===== config.mk =====
export PLATFORM = sky130hd
export DESIGN_NAME = gshare_predictor
export DESIGN_NICKNAME = d
export VERILOG_FILES = /design/src/rtl/bp_pkg.sv /design/src/rtl/bp_sat_counter_table.sv /design/src/rtl/gshare_predictor.sv
export SDC_FILE = /design/constraint.sdc
export NUM_CORES = 1
export LEC_CHECK = 0
export ABC_AREA = 1
export BUFFER_PORTS_ARGS = -buffer_cell sky130_fd_sc_hd__buf_2
export CAP_MARGIN = 25
export CELL_PAD_IN_SITES_DETAIL_PLACEMENT = 0
export CELL_PAD_IN_SITES_GLOBAL_PLACEMENT = 2
export CORE_AREA = 8 8 331 333
export CTS_CLUSTER_SIZE = 20
export DETAILED_ROUTE_END_ITERATION = 8
export DIE_AREA = 0 0 339 341
export PLACE_DENSITY = 0.55
export SYNTH_ARGS = -nofsm -noshare
export SYNTH_HDL_FRONTEND = slang
export SYNTH_SLANG_ARGS = --single-unit

===== constraint.sdc =====
create_clock -name clk -period 20 [get_ports clk]
set_clock_uncertainty 0.05 [all_clocks]
set_input_delay 4 -clock clk [delete_from_list [all_inputs] [get_ports clk]]
set_output_delay 4 -clock clk [all_outputs]
set_load 0.01 [all_outputs]

===== src/rtl/bp_pkg.sv =====
// Shared types and helpers for the gshare branch predictor: hash, saturating counter step,
// weakly-not-taken init value and the PHT sweep FSM encoding.
package bp_pkg;

  localparam int IDX_W_MAX = 16;
  localparam int CTR_W_MAX = 4;

  typedef enum logic {
    ST_INIT,
    ST_READY
  } bp_state_e;

  // Callers zero-extend both operands to IDX_W_MAX and truncate the result.
  function automatic logic [IDX_W_MAX-1:0] hash_idx(input logic [IDX_W_MAX-1:0] pc_bits,
                                                     input logic [IDX_W_MAX-1:0] ghr_bits);
    return pc_bits ^ ghr_bits;
  endfunction

  function automatic logic [CTR_W_MAX-1:0] sat_next(input logic [CTR_W_MAX-1:0] ctr,
                                                     input logic                 taken,
                                                     input int                   ctr_w);
    logic [CTR_W_MAX-1:0] ctr_max;
    ctr_max = CTR_W_MAX'((1 << ctr_w) - 1);
    if (taken) return (ctr == ctr_max) ? ctr : ctr + 1'b1;
    else       return (ctr == '0)      ? ctr : ctr - 1'b1;
  endfunction

  // Weakly not-taken: 2**(ctr_w-1)-1.
  function automatic logic [CTR_W_MAX-1:0] wnt_value(input int ctr_w);
    return CTR_W_MAX'((1 << (ctr_w - 1)) - 1);
  endfunction

endpackage


===== src/rtl/bp_sat_counter_table.sv =====
// PHT of saturating counters with a post-reset init sweep and one shared write port.
// Optional PHT_BYPASS_EN forwards a same-cycle update into the lookup result.
module bp_sat_counter_table
  import bp_pkg::*;
#(
  parameter int IDX_W = 8,
  parameter int CTR_W = 2
) (
  input  logic             clk,
  input  logic             rst,
  output logic             init_busy,
  input  logic [IDX_W-1:0] rd_idx,
  output logic             rd_taken,
  input  logic             upd_en,
  input  logic [IDX_W-1:0] upd_idx,
  input  logic             upd_taken
);

  localparam int DEPTH = 2 ** IDX_W;
  localparam logic [CTR_W-1:0] WNT = CTR_W'(wnt_value(CTR_W));

  logic [CTR_W-1:0] pht [DEPTH];

  bp_state_e        state, state_nxt;
  logic [IDX_W-1:0] ptr, ptr_nxt;
  logic             wr_en;
  logic [IDX_W-1:0] wr_idx;
  logic [CTR_W-1:0] wr_data;
  logic [CTR_W-1:0] upd_ctr_next;

  assign upd_ctr_next = CTR_W'(sat_next(CTR_W_MAX'(pht[upd_idx]), upd_taken, CTR_W));

  always_ff @(posedge clk or posedge rst) begin
    if (rst) begin
      state <= ST_INIT;
      ptr   <= '0;
    end else begin
      state <= state_nxt;
      ptr   <= ptr_nxt;
    end
  end

  // NOTE: every output of this block is defaulted first so no path leaves a latch behind.
  always_comb begin
    state_nxt = state;
    ptr_nxt   = ptr;
    wr_en     = 1'b0;
    wr_idx    = ptr;
    wr_data   = WNT;
    case (state)
      ST_INIT: begin
        wr_en   = 1'b1;
        ptr_nxt = ptr + 1'b1;
        if (ptr == '1) state_nxt = ST_READY;
      end
      ST_READY: begin
        if (upd_en) begin
          wr_en   = 1'b1;
          wr_idx  = upd_idx;
          wr_data = upd_ctr_next;
        end
      end
      default: state_nxt = ST_INIT;
    endcase
  end

  // NOTE: the array has no reset so it maps onto RAM; the INIT sweep gives it a known value.
  always_ff @(posedge clk) begin
    if (wr_en) pht[wr_idx] <= wr_data;
  end

  assign init_busy = (state == ST_INIT);

`ifdef PHT_BYPASS_EN
  assign rd_taken = (upd_en && (state == ST_READY) && (upd_idx == rd_idx))
                    ? upd_ctr_next[CTR_W-1] : pht[rd_idx][CTR_W-1];
`else
  assign rd_taken = pht[rd_idx][CTR_W-1];
`endif

endmodule


===== src/rtl/gshare_predictor.sv =====
// Gshare predictor top: GHR, PC/GHR hash and registered prediction outputs.
// Build with PHT_BYPASS_EN to forward a same-index update into the prediction.
module gshare_predictor
  import bp_pkg::*;
#(
  parameter int PC_WIDTH  = 32,
  parameter int PHT_IDX_W = 8,
  parameter int GHR_LEN   = 8,
  parameter int CTR_W     = 2
) (
  input  logic                 clk,
  input  logic                 rst,
  output logic                 init_busy,
  input  logic                 pred_req,
  input  logic [PC_WIDTH-1:0]  pred_pc,
  output logic                 pred_valid,
  output logic                 pred_taken,
  output logic [PHT_IDX_W-1:0] pred_idx,
  input  logic                 upd_valid,
  input  logic [PHT_IDX_W-1:0] upd_idx,
  input  logic                 upd_taken,
  output logic [GHR_LEN-1:0]   ghr_out
);

  logic [GHR_LEN-1:0]   ghr, ghr_nxt;
  logic [PHT_IDX_W-1:0] ghr_ext;
  logic [PHT_IDX_W-1:0] lookup_idx;
  logic                 lookup_taken;
  logic                 ready;

  // PC bits outside the index window never reach the hash.
  logic unused_pc_bits;
  assign unused_pc_bits = ^{pred_pc[PC_WIDTH-1:PHT_IDX_W+2], pred_pc[1:0]};

  always_comb begin
    ghr_ext              = '0;
    ghr_ext[GHR_LEN-1:0] = ghr;
  end

  assign lookup_idx = PHT_IDX_W'(hash_idx(IDX_W_MAX'(pred_pc[PHT_IDX_W+1:2]),
                                          IDX_W_MAX'(ghr_ext)));
  assign ready      = ~init_busy;

  bp_sat_counter_table #(
    .IDX_W(PHT_IDX_W),
    .CTR_W(CTR_W)
  ) u_pht (
    .clk      (clk),
    .rst      (rst),
    .init_busy(init_busy),
    .rd_idx   (lookup_idx),
    .rd_taken (lookup_taken),
    .upd_en   (upd_valid),
    .upd_idx  (upd_idx),
    .upd_taken(upd_taken)
  );

  if (GHR_LEN == 1) begin : g_ghr_1
    assign ghr_nxt = upd_taken;
  end else begin : g_ghr_n
    assign ghr_nxt = {ghr[GHR_LEN-2:0], upd_taken};
  end

  // NOTE: non-blocking update, so a lookup on the same edge hashes the pre-update GHR.
  always_ff @(posedge clk or posedge rst) begin
    if (rst)                      ghr <= '0;
    else if (upd_valid && ready)  ghr <= ghr_nxt;
  end

  always_ff @(posedge clk or posedge rst) begin
    if (rst) begin
      pred_valid <= 1'b0;
      pred_taken <= 1'b0;
      pred_idx   <= '0;
    end else begin
      pred_valid <= pred_req && ready;
      if (pred_req && ready) begin
        pred_idx   <= lookup_idx;
        pred_taken <= lookup_taken;
      end
    end
  end

  assign ghr_out = ghr;

endmodule


==> results of run 1 <==
final timing paths:
check,from,depth (start not counted),endpoint,slack (ps)
worst max register to register,u_pht.pht[107][1],15,u_pht.pht[211][1],14640
max in group asynchronous,rst,3,ghr_out[1],16150
min in group asynchronous,rst,2,pred_idx[4],3290
worst min-delay path,pred_idx[0],2,pred_idx[0],440
worst max-delay path,upd_idx[0],19,u_pht.pht[211][1],8960
worst min register to register,pred_idx[0],2,pred_idx[0],440
final cells by class:
class / count / area share (%)
inverters: 108 / 1.410
flip-flops and latches: 539 / 54.49
repair buffers: 86 / 2.060
multi-input cells: 1939 / 29.01
well taps: 1391 / 5.909
diodes: 2 / 0.01699
clock inverters: 35 / 1.019
clock buffers: 81 / 6.083
cell usage in the layout, fill, tap and decap left out, types with 3 or more instances in the layout:
cell	count
nand2_2	7
o21ai_2	3
clkinv_1	14
xnor2_1	5
inv_2	7
inv_6	3
clkbuf_16	69
buf_4	46
dfrtp_1	27
clkbuf_1	10
or2_2	6
nand3_1	690
o21ai_0	30
nor2_1	294
nand2_1	830
clkbuf_8	3
o21ai_1	19
edfxtp_1	512
nand2_4	3
buf_2	36
clkinv_2	14
xor2_1	6
bufinv_16	5
inv_1	97
xnor2_2	3
o211ai_1	32
worst reg2reg max path, cell delays in order, from the launching register on:
cell      delay [ps]
edfxtp_1         360
nand2_1           60
nand3_1          110
nand3_1          100
nand3_1          150
nand3_1          230
nand2_1          230
nand2_1           70
nand3_1           90
nand3_1          130
nand3_1          130
nand2_1           90
nor2_4           790
buf_4            740
buf_4            890
buf_4            820
per-layer routing:
layer / part of all wire (%) / global-route usage [%] / up-vias
met4: 2.4 / 4.834 / 0
met2: 48 / 29.14 / 582
met5: 0 / 0 / -
li1: - / - / 9414
met1: 45 / 22.86 / 10010
met3: 5.2 / 2.368 / 134
state kept, by name (all words and copies together) (netlist names):
| register | count |
|---|---|
| u_pht.pht | 512 |
| ghr_out | 8 |
| pred_idx | 8 |
| u_pht.ptr | 8 |
| pred_taken | 1 |
| pred_valid | 1 |
| u_pht.state | 1 |
kinds of logic after synthesis:
logic type / share of synthesized area (%)
AND/OR/NAND/NOR: 30.18
flip-flops: 62.15
buffers and inverters: 5.072
AO/OA/AOI/OAI: 2.020
XOR/XNOR: 0.5378
adder cells (fa/ha/maj): 0.04844
power breakdown:
group	internal [W]	switching [W]	total (W)
sequential	0.00122	0	0.00122
clock	0.000700	0.000483	0.00118
combinational	0.0000445	0.000135	0.000180
through the flow:
stage | power, W | utilization (%) | cells | setup WS [ps]
finish | 0.002580 | 28.22 | 4181 | 8963
global route | 0.002666 | 28.22 | 4179 | 8339
CTS | 0.002612 | 28.20 | 4178 | 8868
detailed placement | 0.001421 | 26.19 | 4062 | 8214
global placement | 0.001422 | 26.17 | 4061 | 8220
floorplan | 0.001347 | - | 2780 | 7349
==> flow_metrics.tcl, run 1 <==
set metrics [dict create \
    crit_arrival_ps 11300 \
    timing.final.crit_period_ps 11040 \
    drt_iter0_drc 1738 \
    place_hpwl_um 58050 \
    io_buffers 39 \
    drt_pass1_iterations 6 \
    coreArea_um2 104400 \
    n_fill_cell 10950 \
    dominantRegCellSynth "edfxtp_1" \
    crit_family "buffers and inverters" \
    critical_path_class "primary input to register" \
    synth-seq-cells 539 \
    grt_pass1_vias 20420 \
    slew_violations 0 \
    fp.dieH_um 341 \
    setup_viol 0 \
    yosysMostFrequentCell "nand2_1" \
    hold_slack_ps 442.2 \
    crit_fanout 85 \
    worstMarginPinSlew_ps 1169 \
    crit_slowest_cell "buf_4" \
    placed_cell_area_um2 27340 \
    rows 119 \
    gr-total-overflow 0 \
    synthesis.nets 2826 \
    cts_hold_repair.buffers 0 \
    power.density_nw_per_um2 87.58 \
    p_leak_nw 11.05 \
    max_stage_delay_ps 830 \
    grt_antenna_before_repair 1 \
    nets 2788 \
    path_common_cell "nand3_1" \
    clock_latency_ps 620 \
    die_area_um2 115600 \
    wl_um 102000 \
    grt_use_total_pct 17.17 \
    critPathLaunchType "primary input" \
    fin_area_um2 29460 \
    required_ps 20260 \
    synthToLayoutAreaGrowth_pct 14.05 \
    synthArstFlopShare_pct 5.009 \
    yosysUniqueCellTypes 29 \
    yosys_warnings 0 \
    cts_max_level 3 \
    critPathBufInv 7 \
    gp_congestion 0.7807 \
    synth_area_um2 25830 \
    seq_area_frac_synth_pct 62.15 \
    post-route-period-util_pct 55.18 \
    vias 20140 \
    multiInputGateArea_um2 8546 \
    cts-root-buf "clkbuf_16" \
    ir_drop_mv 0.04954 \
    rsz0062_at_grt "false" \
    drive_gt1_share_pct 7.712 \
    status "finished clean" \
    yosys.area.top_type_share_pct 59.53 \
    drt.antenna.violating_nets 0 \
    yosysTopAreaCell "edfxtp_1" \
    setup_tns_ps 0 \
    cts_tree "built" \
    synthTopCellsByArea "edfxtp_1 60%, nand3_1 13%, nand2_1 12%" \
    ioPinCount 64 \
    synthTopCellsByCount "839 x nand2_1, 690 x nand3_1, 512 x edfxtp_1" \
    grt_pass1_wl_um 145800 \
    synth_edf_count 512 \
    synthCells 2780 \
    cts_buffers 68 \
    remaining_drc_errors 0 \
    min_path_type "register to register" \
    fmax_ghz 0.09061 \
    cap_violations 0 \
    routed_via_density 4.817 \
    grt_start_max_net_pins 217 \
    hold_viol_final 0 \
    crit_chain "clkbuf_8, inv_8, buf_4, buf_4, nand2_1, nand3_1, nand3_1, nand3_1, nand3_1, nand2_1, nand2_1, nand3_1, nand3_1, nand3_1, nand2_1, nor2_4, buf_4, buf_4, buf_4" \
    cts.repair.resized 0 \
    avgRoutedWirePerCell_um 24.39 \
    start_util_pct 24.74 \
    post_cts_buffers 0 \
    clk_path_buf_depth 3 \
    worstSetupEndpointType "register" \
    cts.sinks 539 \
    timing.slew.headroom_pct 22.04 \
    syn_area_per_cell_um2 9.290 \
    seq_area_um2 16050 \
    clk_pin_slew_ps 60 \
    fp.dieW_um 339 \
]
(Power assumes the default switching activity.)
==> run 2, diff against run 1 <==
- PLACE_DENSITY: 0.55 -> 0.56
- clock period: 20 -> 8.9 ns (I/O delays scaled with it)
==> run 2 against run 1 <==
Net effect: clock-buffer cell count increased by 5; global-route usage increased by 0.051 points; wire length increased by 0.67%; critical path depth fell by 5.
==> flow_metrics.tcl, run 2 (synthesis gave the netlist of run 1 again) <==
set metrics [dict create \
    status "finished clean" \
    place_hpwl_um 56620 \
    nets 2783 \
    rsz0062_at_grt "false" \
    switchingPower_w 0.001380 \
    power.density_nw_per_um2 193.9 \
    gp_congestion 0.7816 \
    grt_start_max_net_pins 157 \
    gr-total-overflow 0 \
    cts.repair.resized 0 \
    crit_arrival_ps 5650 \
    avgRoutedWirePerCell_um 24.59 \
    routed_via_density 4.850 \
    cts.sinks 539 \
    timing.final.crit_period_ps 5389 \
    cts_tree "built" \
    use_met2_pct 29.01 \
    max_stage_delay_ps 730 \
    io_buffers 39 \
    cts_hold_repair.buffers 0 \
    path_common_cell "nand3_1" \
    grt.busiest_layer "met2" \
    p_int_w 0.004344 \
    place_inst 4057 \
    ir_drop_mv 0.1278 \
    coreArea_um2 104400 \
    combPwrFrac_pct 7.1 \
    grt_pass1_vias 20340 \
    cts_buffers 67 \
    layout.cells.non_filler 4176 \
    setup_tns_ps 0 \
    hold_viol_final 0 \
    grt_use_total_pct 17.22 \
    fmax_ghz 0.1856 \
    largest_register_ffs 512 \
    wl_um 102700 \
    final_common_cell "nand2_1" \
    synthToLayoutAreaGrowth_pct 14.31 \
    fp.dieH_um 341 \
    post-route-period-util_pct 60.55 \
    worstSetupEndpointType "register" \
    crit_chain "buf_6, buf_4, nand3_1, nand3_1, nand3_1, nand3_1, nand2_1, nand2_1, nand3_1, nand3_1, nand2_1, a21oi_1, nand2_4, buf_12" \
    critPathLaunchType "primary input" \
    rows 119 \
    drive_gt1_share_pct 7.723 \
    start_util_pct 24.74 \
    die_area_um2 115600 \
    slew_violations 0 \
    drt_pass1_iterations 5 \
    required_ps 9160 \
    regMostFlops "u_pht.pht" \
    p_leak_nw 11.04 \
    remaining_drc_errors 0 \
    swShare_pct 24.11 \
    cts-root-buf "clkbuf_16" \
    drt_iter0_drc 1772 \
    crit_slowest_cell "buf_4" \
    grt_pass1_wl_um 145300 \
    cts_max_level 3 \
    worstMarginPinSlew_ps 1034 \
    cap_violations 0 \
    most-common-layout-cells "823 x nand2_1, 690 x nand3_1, 512 x edfxtp_1" \
    timing.slew.headroom_pct 30.99 \
    grt_util_met3_pct 2.612 \
    gr-usage-met1_pct 22.76 \
    vias 20260 \
    fp.dieW_um 339 \
    hold_slack_ps 435.7 \
    seq_power_share_pct 47.8 \
    clock_latency_ps 610 \
    clk_pin_slew_ps 50 \
    clkPwrFrac_pct 45.1 \
    clk_path_buf_depth 3 \
    post_cts_buffers 0 \
    ioPinCount 64 \
    crit_fanout 84 \
    min_path_type "register to register" \
    critical_path_class "primary input to register" \
    setup_viol 0 \
    drt.antenna.violating_nets 0 \
    grt_antenna_before_repair 3 \
]
run 2: cell count changes in the layout (fill, tap and decap cells not counted), moves of 2 or more:
cell,delta
buf_16,+2
clkbuf_16,-2
nand2_2,+7
clkbuf_8,+2
bufinv_16,-2
buf_4,-15
buf_12,+8
inv_6,+4
clkinv_2,-5
clkbuf_1,+5
nand2_1,-7
run 2: per-layer routing:
| layer | wire length [um] | part of all wire, % |
|---|---|---|
| met1 | 45300 | 44 |
| met3 | 5801 | 5.7 |
| met4 | 2615 | 2.5 |
| met5 | 0 | 0 |
| met2 | 48950 | 48 |
run 2: through the flow:
step / total power [W] / util (%) / worst slack (ps) / area [um^2]
floorplan: 0.003027 / - / 1272 / 25830
global placement: 0.003198 / 26.22 / 2484 / 27370
detailed placement: 0.003199 / 26.29 / 2481 / 27440
CTS: 0.005800 / 28.23 / 3137 / 29460
global route: 0.005919 / 28.28 / 3299 / 29520
finish: 0.005724 / 28.28 / 3511 / 29520
run 2: path summary, 6_finish.rpt:
| kind | from | to | slack [ps] | cells after the start |
|---|---|---|---|---|
| setup / recovery | upd_idx[1] | u_pht.pht[124][0] | 3510 | 14 |
| hold / removal | pred_idx[4] | pred_idx[4] | 440 | 2 |
| setup reg to reg | u_pht.state | u_pht.pht[204][0] | 4980 | 7 |
| hold reg to reg | pred_idx[4] | pred_idx[4] | 440 | 2 |
| max in group asynchronous | rst | u_pht.ptr[1] | 7140 | 3 |
| min in group asynchronous | rst | pred_idx[3] | 1170 | 2 |
run 2: cell type report:
class | instances | area, um^2
fill | 10880 | 74850
sequential | 539 | 16050
multi-input combinational | 1939 | 8563
clock buffer | 86 | 1788
tap | 1391 | 1740
timing repair buffer | 82 | 720.7
inverter | 108 | 415.4
clock inverter | 30 | 241.5
antenna | 1 | 2.502
run 2: power by group through the flow:
stage	Clock, W	Sequential (W)	Combinational (W)
finish	0.00258	0.00274	0.000409
global route	0.00274	0.00273	0.000445
CTS	0.00265	0.00273	0.000412
detailed placement	0	0.00279	0.000411
global placement	0	0.00279	0.000410
floorplan	0	0.00279	0.000240
run 2: worst max-delay path: cells and delay by family:
kind / cells / cell delay (ps)
buffers and inverters: 3 / 1850
AND/OR/NAND/NOR: 10 / 1620
AO/OA/AOI/OAI: 1 / 230
